$ cat src/rtl/uart_pkg.sv
// rtl/uart_pkg.sv - shared UART sizing constants for receiver, transmitter and FIFOs
package uart_pkg;

    localparam int UART_BYTE_WIDTH    = 8;
    localparam int UART_RX_FIFO_DEPTH = 8;

endpackage : uart_pkg

$ cat src/rtl/uart_fifo_ram.sv
// rtl/uart_fifo_ram.sv - DEPTH x WIDTH storage, synchronous write, asynchronous read
module uart_fifo_ram #(
    parameter int DEPTH = 8,
    parameter int WIDTH = 8,
    localparam int AW   = $clog2(DEPTH)
) (
    input  logic             i_clk,
    input  logic             i_we,
    input  logic [AW-1:0]    i_waddr,
    input  logic [WIDTH-1:0] i_wdata,
    input  logic [AW-1:0]    i_raddr,
    output logic [WIDTH-1:0] o_rdata
);

    // Contents are deliberately left unreset; occupancy tracking makes them don't-care.
    logic [WIDTH-1:0] mem_q [DEPTH];

    always_ff @(posedge i_clk) begin
        if (i_we) begin
            mem_q[i_waddr] <= i_wdata;
        end
    end

    assign o_rdata = mem_q[i_raddr];

endmodule : uart_fifo_ram

$ cat src/rtl/uart_rx_fifo.sv
// rtl/uart_rx_fifo.sv - first-word fall-through receive FIFO with sticky overflow flag
module uart_rx_fifo
    import uart_pkg::*;
#(
    parameter int DEPTH = UART_RX_FIFO_DEPTH,
    parameter int WIDTH = UART_BYTE_WIDTH,
    localparam int AW   = $clog2(DEPTH),
    localparam int CW   = AW + 1
) (
    input  logic             i_clk,
    input  logic             i_rst_n,
    input  logic             i_rx_valid,
    input  logic [WIDTH-1:0] i_rx_byte,
    output logic             o_valid,
    output logic [WIDTH-1:0] o_data,
    input  logic             i_ready,
    output logic [CW-1:0]    o_count,
    output logic             o_full,
    output logic             o_overflow,
    input  logic             i_clear_overflow
);

    localparam logic [CW-1:0] FULL_COUNT = CW'(DEPTH);
    localparam logic [CW-1:0] CNT_ONE    = CW'(1);
    localparam logic [AW-1:0] PTR_ONE    = AW'(1);

    logic [AW-1:0] wr_ptr_q, wr_ptr_d;
    logic [AW-1:0] rd_ptr_q, rd_ptr_d;
    logic [CW-1:0] count_q, count_d;
    logic          overflow_q, overflow_d;

    logic pop;
    logic push;
    logic drop;

    // Status comes only from registered state so o_valid/o_data never depend on inputs.
    assign o_valid    = (count_q != '0);
    assign o_full     = (count_q == FULL_COUNT);
    assign o_count    = count_q;
    assign o_overflow = overflow_q;

    assign pop  = o_valid && i_ready;
    // A pop in the same cycle frees the slot, so a full FIFO still accepts the byte.
    assign push = i_rx_valid && (!o_full || pop);
    assign drop = i_rx_valid && o_full && !pop;

    always_comb begin
        wr_ptr_d   = wr_ptr_q;
        rd_ptr_d   = rd_ptr_q;
        count_d    = count_q;
        overflow_d = overflow_q;

        if (push) begin
            wr_ptr_d = wr_ptr_q + PTR_ONE;
        end
        if (pop) begin
            rd_ptr_d = rd_ptr_q + PTR_ONE;
        end

        if (push && !pop) begin
            count_d = count_q + CNT_ONE;
        end else if (pop && !push) begin
            count_d = count_q - CNT_ONE;
        end

        // Set has priority over clear so a drop is never lost.
        if (drop) begin
            overflow_d = 1'b1;
        end else if (i_clear_overflow) begin
            overflow_d = 1'b0;
        end
    end

    always_ff @(posedge i_clk or negedge i_rst_n) begin
        if (!i_rst_n) begin
            wr_ptr_q   <= '0;
            rd_ptr_q   <= '0;
            count_q    <= '0;
            overflow_q <= 1'b0;
        end else begin
            wr_ptr_q   <= wr_ptr_d;
            rd_ptr_q   <= rd_ptr_d;
            count_q    <= count_d;
            overflow_q <= overflow_d;
        end
    end

    uart_fifo_ram #(
        .DEPTH (DEPTH),
        .WIDTH (WIDTH)
    ) u_ram (
        .i_clk   (i_clk),
        .i_we    (push),
        .i_waddr (wr_ptr_q),
        .i_wdata (i_rx_byte),
        .i_raddr (rd_ptr_q),
        .o_rdata (o_data)
    );

endmodule : uart_rx_fifo

$ cat config.mk
export PLATFORM = sky130hd
export DESIGN_NAME = uart_rx_fifo
export DESIGN_NICKNAME = d
export VERILOG_FILES = /design/src/rtl/uart_pkg.sv /design/src/rtl/uart_fifo_ram.sv /design/src/rtl/uart_rx_fifo.sv
export SDC_FILE = /design/constraint.sdc
export NUM_CORES = 1
export LEC_CHECK = 0
export ABC_AREA = 1
export BUFFER_PORTS_ARGS = -buffer_cell sky130_fd_sc_hd__buf_2
export CAP_MARGIN = 20
export CORE_ASPECT_RATIO = 2
export CORE_MARGIN = 5
export CORE_UTILIZATION = 35
export DETAILED_ROUTE_END_ITERATION = 12
export HOLD_SLACK_MARGIN = 0.02
export PLACE_DENSITY = 0.53
export SYNTH_ARGS = -nofsm -noshare
export SYNTH_HDL_FRONTEND = slang
export SYNTH_SLANG_ARGS = --single-unit
$ cat constraint.sdc
create_clock -name i_clk -period 5.7 [get_ports i_clk]
set_input_delay 1.14 -clock i_clk [delete_from_list [all_inputs] [get_ports i_clk]]
set_output_delay 1.14 -clock i_clk [all_outputs]
set_load 0.02 [all_outputs]
==> results.json, run 1 <==
{
  "status": "completed",
  "area_growth_pct": 16.6,
  "totalNegativeSetupSlack_ns": 0,
  "grt_util_all_layers_pct": 13.3,
  "yosysWarnings": 0,
  "main_combinational_cell_family_by_area_after_synthesis": "simple AND/OR/NAND/NOR gates",
  "area_of_the_die_mm2": 0.0115,
  "synth_compound_gate_area_share_pct": 5.52,
  "dp.final_hpwl_um": 4720,
  "synthesis.nets": 325,
  "synth.avg_cell_area_um2": 10.7,
  "crit-reg2reg-launch": "o_count[0]",
  "cap_violations": 0,
  "worst-setup-path-type": "flop to output port",
  "num_rows": 50,
  "vias_per_cell": 4.86,
  "num-nets-final": 354,
  "grt_pass1_vias": 2150,
  "clock.fmax_ghz": 0.268,
  "setup_viol_count_final": 0,
  "grt_overflow": 0,
  "layout_cells_sized_above_1_pct": 15.9,
  "i_o_pin_total": 28,
  "syn_area_mm2": 0.00327,
  "grt_first_pass_wirelength_um": 11100,
  "clk-insertion-delay-late_ns": 0.33,
  "floorplan.die.width_um": 78.3,
  "worstSetupEndpoint": "o_data[4]",
  "critical_path.max_stage_delay_ns": 1.05,
  "power-per-cell-area_mw_per_mm2": 557,
  "cts_tree": "built",
  "num_vias": 2156,
  "synth_cells": 306,
  "synth_adder_area_share_pct": 2.53,
  "core-area_mm2": 0.00926,
  "drt_first_iter_violations": 135,
  "synth_simple_gate_area_share_pct": 19.3,
  "timing_worst_slew_pin_value_ns": 1.07,
  "unrepaired_setup_endpoints_after_global_routing": "false",
  "antenna_cells": 0,
  "finalWeightedCongestion": 0.774,
  "rr_endpoint": "o_count[3]",
  "post_synth_mux_area_share_pct": 0,
  "timing.critical_path.mode_cell": "nand2_1",
  "cts_post_setup_buffers_inserted": 0,
  "routed_wl_um": 7000,
  "drc": 0,
  "initial_core_util_pct": 35.3,
  "critical-path-slowest-cell": "dfrtp_1",
  "antenna_found_initial": 0,
  "worst_hold_path_type": "flop to flop",
  "worstPathBufferInverterCount": 2,
  "yosysUniqueCellTypes": 24,
  "final_antenna_net_count": 0,
  "worst_ep_required_time_ns": 4.56,
  "worst-path-max-fanout": 34,
  "slew_limit_fails": 0,
  "h-tree-depth": 3,
  "cts_made_buffers": 9,
  "ordered_cell_list_for_the_critical_path": "inv_2 > nand2_1 > nand2_1 > nand2_1 > o21ai_1 > nand2_1 > nand2_1 > buf_2",
  "finalCriticalPeriod_ns": 3.74,
  "power.ir.vdd_worst_uv": 261,
  "clock_tree.root_cell": "clkbuf_16",
  "clk_pin_slew_ns": 0.06,
  "critical_path.top_delay_family": "flip-flops",
  "path_depth": 8,
  "maximum_number_of_pins_on_one_net_before_global_route_repair": 35,
  "cts-hold-fix-buffers": 0,
  "timing.reg2reg.setup_slack_ns": 3.20,
  "layout.core_utilization_pct": 41.1,
  "post_synth_xor_area_fraction_pct": 1.07,
  "timing.final.hold_violations": 0,
  "drt_first_pass_iters": 4,
  "floorplan.die.height_um": 147,
  "clock_sink_count": 75,
  "slew_headroom_pct": 28.4,
  "place.port_buffers": 27,
  "start_kind": "flop",
  "total_leakage_power_nw": 1.57,
  "synth-seq-area-share_pct": 67.3,
  "timing.critical_path.from": "rd_ptr_q[0]",
  "register_bit_total_from_synthesis": 75,
  "drt-wirelength-per-cell_um": 15.8,
  "cts_buffer_depth": 2,
  "arrival_ns": 2.60,
  "ff2ff_path_depth": 12,
  "layout_worst_path_cycle_share_pct": 65.6,
  "post_cts_resized": 0,
  "crit_path_end_kind": "output port",
  "skew_ns": 0.00529
}
cells in the mapped netlist:
cell type | number | share of area (%)
nor2_1 | 22 | 2.5
buf_4 | 2 | 0.46
nand3_1 | 7 | 1.1
inv_2 | 1 | 0.11
a21oi_1 | 1 | 0.15
nor3_1 | 4 | 0.61
ha_1 | 5 | 1.9
o21ai_1 | 19 | 2.9
buf_2 | 5 | 0.77
dfrtp_1 | 11 | 8.4
or2_2 | 1 | 0.19
o21ai_0 | 16 | 2.5
nand2_2 | 2 | 0.38
edfxtp_1 | 64 | 59
xor2_1 | 1 | 0.27
xnor2_1 | 3 | 0.80
inv_1 | 15 | 1.7
clkinv_2 | 1 | 0.15
nor2_2 | 1 | 0.19
nand3_2 | 1 | 0.31
nand2_1 | 119 | 14
nand4_2 | 1 | 0.38
fa_1 | 1 | 0.61
buf_6 | 3 | 1.0
report_power, final:
| group | internal, mW | leakage [nW] | switching, mW |
|---|---|---|---|
| sequential | 0.697 | 0.716 | 0.124 |
| combinational | 0.233 | 0.694 | 0.461 |
| clock | 0.406 | 0.159 | 0.202 |
worst min-delay path: stages, from the launching register on:
cell     delay, ns
dfrtp_1       0.36
nand2_1       0.06
nand2_1       0.05
flip-flops by register name, indices dropped and copies added (netlist names):
signal,cells
o_overflow,1
rd_ptr_q,3
o_count,4
wr_ptr_q,3
u_ram.mem_q,64
logic make-up after synthesis:
logic type,after synthesis
compound gates,36
xor+xnor,4
simple gates,158
flops,75
buf+inv,27
fa+ha+maj,6
layer usage:
metal / vias to the layer above / global-route usage, % / part of all wire, %
met2: 56 / 23.5 / 54
met1: 1006 / 13.8 / 38
met5: - / 0 / 0
met4: 0 / 7.97 / 3.5
li1: 1077 / - / -
met3: 17 / 3.33 / 3.9
through the flow:
step | power (mW) | setup WS, ns | hold WS [ns] | cells | instance area [µm²]
global placement | 1.53 | 2.33 | 0.497 | 428 | 3480
global route | 2.27 | 1.71 | 0.557 | 444 | 3810
finish | 2.12 | 1.96 | 0.513 | 444 | 3810
floorplan | 1.33 | 2.98 | 0.470 | 306 | 3270
detailed placement | 1.54 | 2.29 | 0.506 | 428 | 3480
CTS | 2.15 | 1.94 | 0.518 | 444 | 3810
cells in the final DEF (no fill, tap or decap):
cell type and n:
nand2_1 119, edfxtp_1 64, buf_2 27, nor2_1 22
o21ai_1 19, o21ai_0 16, inv_1 15, dfrtp_1 11
clkbuf_16 9, nand3_1 7, ha_1 5, nor3_2 3
xnor2_1 3, clkinv_2 2, nand2_2 2, clkbuf_8 2
bufinv_16 2, inv_2 1, nor2_2 1, nand3_2 1
nand4_2 1, nor3_1 1, xor2_1 1, a21oi_1 1
or2_2 1, fa_1 1, clkinvlp_4 1, clkbuf_1 1
buf_4 1
final cells by class:
type                       instances  area (µm²)
fill                             897        5450
tap                              104         130
timing repair buffer              28         143
clock inverter                     4        72.6
multi-input combinational        204         945
clock buffer                      12         256
inverter                          17        65.1
sequential                        75        2200
how the worst min path moves through the flow:
stage	startpoint	endpoint	slack, ns	cells past startpoint
6_report	wr_ptr_q[0]	wr_ptr_q[0]	0.51	2
5_1_grt	o_overflow	o_overflow	0.56	2
4_1_cts	wr_ptr_q[0]	wr_ptr_q[0]	0.52	2
3_5_place_dp	wr_ptr_q[0]	wr_ptr_q[0]	0.51	2
3_3_place_gp	wr_ptr_q[0]	wr_ptr_q[0]	0.50	2
2_1_floorplan	wr_ptr_q[0]	wr_ptr_q[0]	0.47	2
(Power assumes the default switching activity.)
==> run 2: changes to the inputs <==
--- a/config.mk
+++ b/config.mk
@@ -5,7 +5,7 @@
 export SDC_FILE = /design/constraint.sdc
 export NUM_CORES = 1
 export LEC_CHECK = 0
-export ABC_AREA = 1
+export ABC_AREA = 0
 export BUFFER_PORTS_ARGS = -buffer_cell sky130_fd_sc_hd__buf_2
 export CAP_MARGIN = 20
 export CORE_ASPECT_RATIO = 2
@@ -13,7 +13,7 @@
 export CORE_UTILIZATION = 35
 export DETAILED_ROUTE_END_ITERATION = 12
 export HOLD_SLACK_MARGIN = 0.02
-export PLACE_DENSITY = 0.53
+export PLACE_DENSITY = 0.55
 export SYNTH_ARGS = -nofsm -noshare
 export SYNTH_HDL_FRONTEND = slang
 export SYNTH_SLANG_ARGS = --single-unit
==> constraint.sdc (replaced) <==
create_clock -name i_clk -period 3.1 [get_ports i_clk]
set_input_delay 0.62 -clock i_clk [delete_from_list [all_inputs] [get_ports i_clk]]
set_output_delay 0.62 -clock i_clk [all_outputs]
set_load 0.02 [all_outputs]
==> run 2 against run 1 <==
Compared with the run above: worst setup slack worse by 1.8 ns; area after synthesis fell by 5.2%; count of clock-buffer cells in the layout shrank 2; clock skew fell by 0.0012 ns; cell count shrank 31%; sequential share of layout area increased by 1.6 points.
==> results.json, run 2 <==
{
  "finalWeightedCongestion": 0.714,
  "cts_post_setup_buffers_inserted": 0,
  "power.combinational.fraction_pct": 31.8,
  "core-area_mm2": 0.00865,
  "clock.fmax_ghz": 0.336,
  "clk_pin_slew_ns": 0.05,
  "grt_pass1_vias": 1799,
  "arrival_ns": 3.17,
  "routed_wl_um": 6070,
  "largest_register": "u_ram.mem_q",
  "antenna_cells": 0,
  "status": "completed",
  "vias_per_cell": 5.29,
  "skew_ns": 0.00410,
  "ff2ff_path_depth": 9,
  "yosysWarnings": 0,
  "floorplan.die.height_um": 143,
  "drt_first_pass_iters": 4,
  "synth.avg_cell_area_um2": 19.6,
  "syn_area_mm2": 0.00309,
  "detailed_place.area_mm2": 0.00339,
  "grt_first_pass_wirelength_um": 9920,
  "setup_viol_count_final": 0,
  "synthDominantCellAreaShare_pct": 62.1,
  "routedLengthMet1_um": 2160,
  "highest-signal-layer": "met4",
  "worst_hold_path_type": "primary input to async pin",
  "num_vias": 1612,
  "power.ir.vdd_worst_uv": 607,
  "initial_core_util_pct": 35.8,
  "synth_cells": 158,
  "area_growth_pct": 19.7,
  "critical-path-slowest-cell": "or4b_4",
  "dp.final_hpwl_um": 4230,
  "slew_headroom_pct": 45.6,
  "power.sequential.fraction_pct": 40.0,
  "met3_wirelength_um": 237,
  "multi_input_area_um2": 847,
  "floorplan.die.width_um": 76.5,
  "drc": 0,
  "power.share.clock_pct": 28.2,
  "clock_tree.root_cell": "clkbuf_16",
  "num-nets-final": 219,
  "total_switching_power_mw": 1.16,
  "cts-hold-fix-buffers": 0,
  "yosysUniqueCellTypes": 32,
  "synth-main-ff-cell": "edfxtp_1",
  "register_bit_total_from_synthesis": 75,
  "slew_limit_fails": 0,
  "antenna_found_initial": 0,
  "total_leakage_power_nw": 1.31,
  "h-tree-depth": 3,
  "synth_enable_flop_cells": 64,
  "rr_endpoint": "o_count[3]",
  "synth_common_cells": "edfxtp_1, mux4_2, dfrtp_1, mux2_2, xnor2_1",
  "internal_power_mw": 2.59,
  "area_of_the_die_mm2": 0.0109,
  "synth-seq-area-share_pct": 71.0,
  "clock_sink_count": 75,
  "post_cts_resized": 0,
  "routed_length_on_met2_um": 3520,
  "crit-reg2reg-launch": "o_count[0]",
  "cts_made_buffers": 9,
  "timing.reg2reg.setup_slack_ns": 0.13,
  "largest_register_ff_count": 64,
  "start_kind": "flop",
  "swShare_pct": 31.0,
  "synth.area.top_cells": "edfxtp_1, mux4_2, dfrtp_1",
  "grt_overflow": 0,
  "timing.critical_path.from": "o_count[0]",
  "place.port_buffers": 27,
  "area.sequential_mm2": 0.00220,
  "layout.cells.most_common_list": "edfxtp_1, buf_2, mux4_2",
  "clk-insertion-delay-late_ns": 0.32,
  "worst-path-max-fanout": 7,
  "timing.final.hold_violations": 0,
  "final_antenna_net_count": 0,
  "maximum_number_of_pins_on_one_net_before_global_route_repair": 19,
  "async_reset_ff_share_pct": 14.7,
  "synthesis.nets": 177,
  "worst_ep_required_time_ns": 3.30,
  "power-per-cell-area_mw_per_mm2": 1010,
  "num_rows": 48,
  "cts_tree": "built",
  "layout_cells_sized_above_1_pct": 39.0,
  "crit_path_end_kind": "flop",
  "critical_path.max_stage_delay_ns": 0.61,
  "ordered_cell_list_for_the_critical_path": "or4b_4 > o21ai_4 > inv_1 > ha_1 > inv_1 > ha_1 > or4_1 > o211ai_1 > o211ai_1",
  "totalNegativeSetupSlack_ns": 0,
  "worst-setup-path-type": "flop to flop",
  "layout.filler_cells": 803,
  "grt_util_all_layers_pct": 12.1,
  "drt_first_iter_violations": 139,
  "yosys.area.top_type": "edfxtp_1",
  "synthMostInstantiatedCell": "edfxtp_1",
  "drt-wirelength-per-cell_um": 19.9,
  "layout_worst_path_cycle_share_pct": 95.9,
  "commonest_non_fill_non_tap_cell_in_the_layout": "edfxtp_1",
  "cap_violations": 0,
  "unrepaired_setup_endpoints_after_global_routing": "false",
  "finish.instance_area_mm2": 0.00370,
  "timing_worst_slew_pin_value_ns": 0.816,
  "i_o_pin_total": 28,
  "cts_buffer_depth": 2,
  "finalCriticalPeriod_ns": 2.97
}
[run 2: cell types whose count changed after synthesis, sizes merged, moves of 3 or more]
cell / change
mux2: +11
nor2: -20
nand3: -5
inv: -12
o211ai: +4
buf: -6
o21ai: -33
xnor2: +3
nand2: -117
mux4: +16
[run 2: layout make-up]
type | instances | share of cell area [%]
sequential | 75 | 59.3
tap | 100 | 3.38
clock inverter | 6 | 2.16
clock buffer | 10 | 6.18
inverter | 4 | 0.405
multi-input combinational | 73 | 22.9
timing repair buffer | 37 | 5.68
[run 2: routing by layer]
metal,up-vias,GRT usage (%)
met5,-,0
met4,0,6.45
met3,10,2.90
met2,46,21.8
met1,829,12.9
li1,727,-
[run 2: worst max-delay path by stage]
stage            endpoint
4_1_cts        o_count[3]
3_5_place_dp   o_count[3]
5_1_grt        o_count[3]
3_3_place_gp   o_count[3]
2_1_floorplan  o_count[3]
6_report       o_count[3]
[run 2: cells by family after synthesis]
family                     count (synthesis)  synth area share [%]
DFF                                       75                  71.0
AOI/OAI and AO/OA                         10                  2.67
and+or+nand+nor                           23                  4.25
muxes                                     28                  16.1
xor gates and xnor gates                   6                  1.70
buffers and inverters                     10                  1.62
adders and majority gates                  6                  2.67
[run 2: per-stage QoR]
step           worst slack, ns  util (%)  hold WS [ns]  std cells  total power [mW]
4_1_cts                 0.0569      42.7         0.160        304              3.81
3_3_place_gp             0.253      39.2         0.492        288              2.69
2_1_floorplan            0.244         -         0.324        158              2.36
3_5_place_dp            0.0564      39.2         0.491        288              2.74
6_report                 0.127      42.8         0.164        305              3.75
5_1_grt                0.00106      42.8         0.177        305              3.96
[run 2: power by group through the flow]
stage	registers, mW	clock network (mW)	logic, mW
2_1_floorplan	1.44	0	0.920
3_3_place_gp	1.50	0	1.19
3_5_place_dp	1.52	0	1.22
4_1_cts	1.51	1.08	1.22
5_1_grt	1.53	1.13	1.30
6_report	1.50	1.06	1.19
[run 2: critical path: cells and delay by family, from the launching register on]
kind | cells | cell delay (ns)
fa+ha+maj | 2 | 0.58
simple gates | 2 | 1.13
compound gates | 3 | 0.42
buf+inv | 2 | 0.23
flops | 1 | 0.48
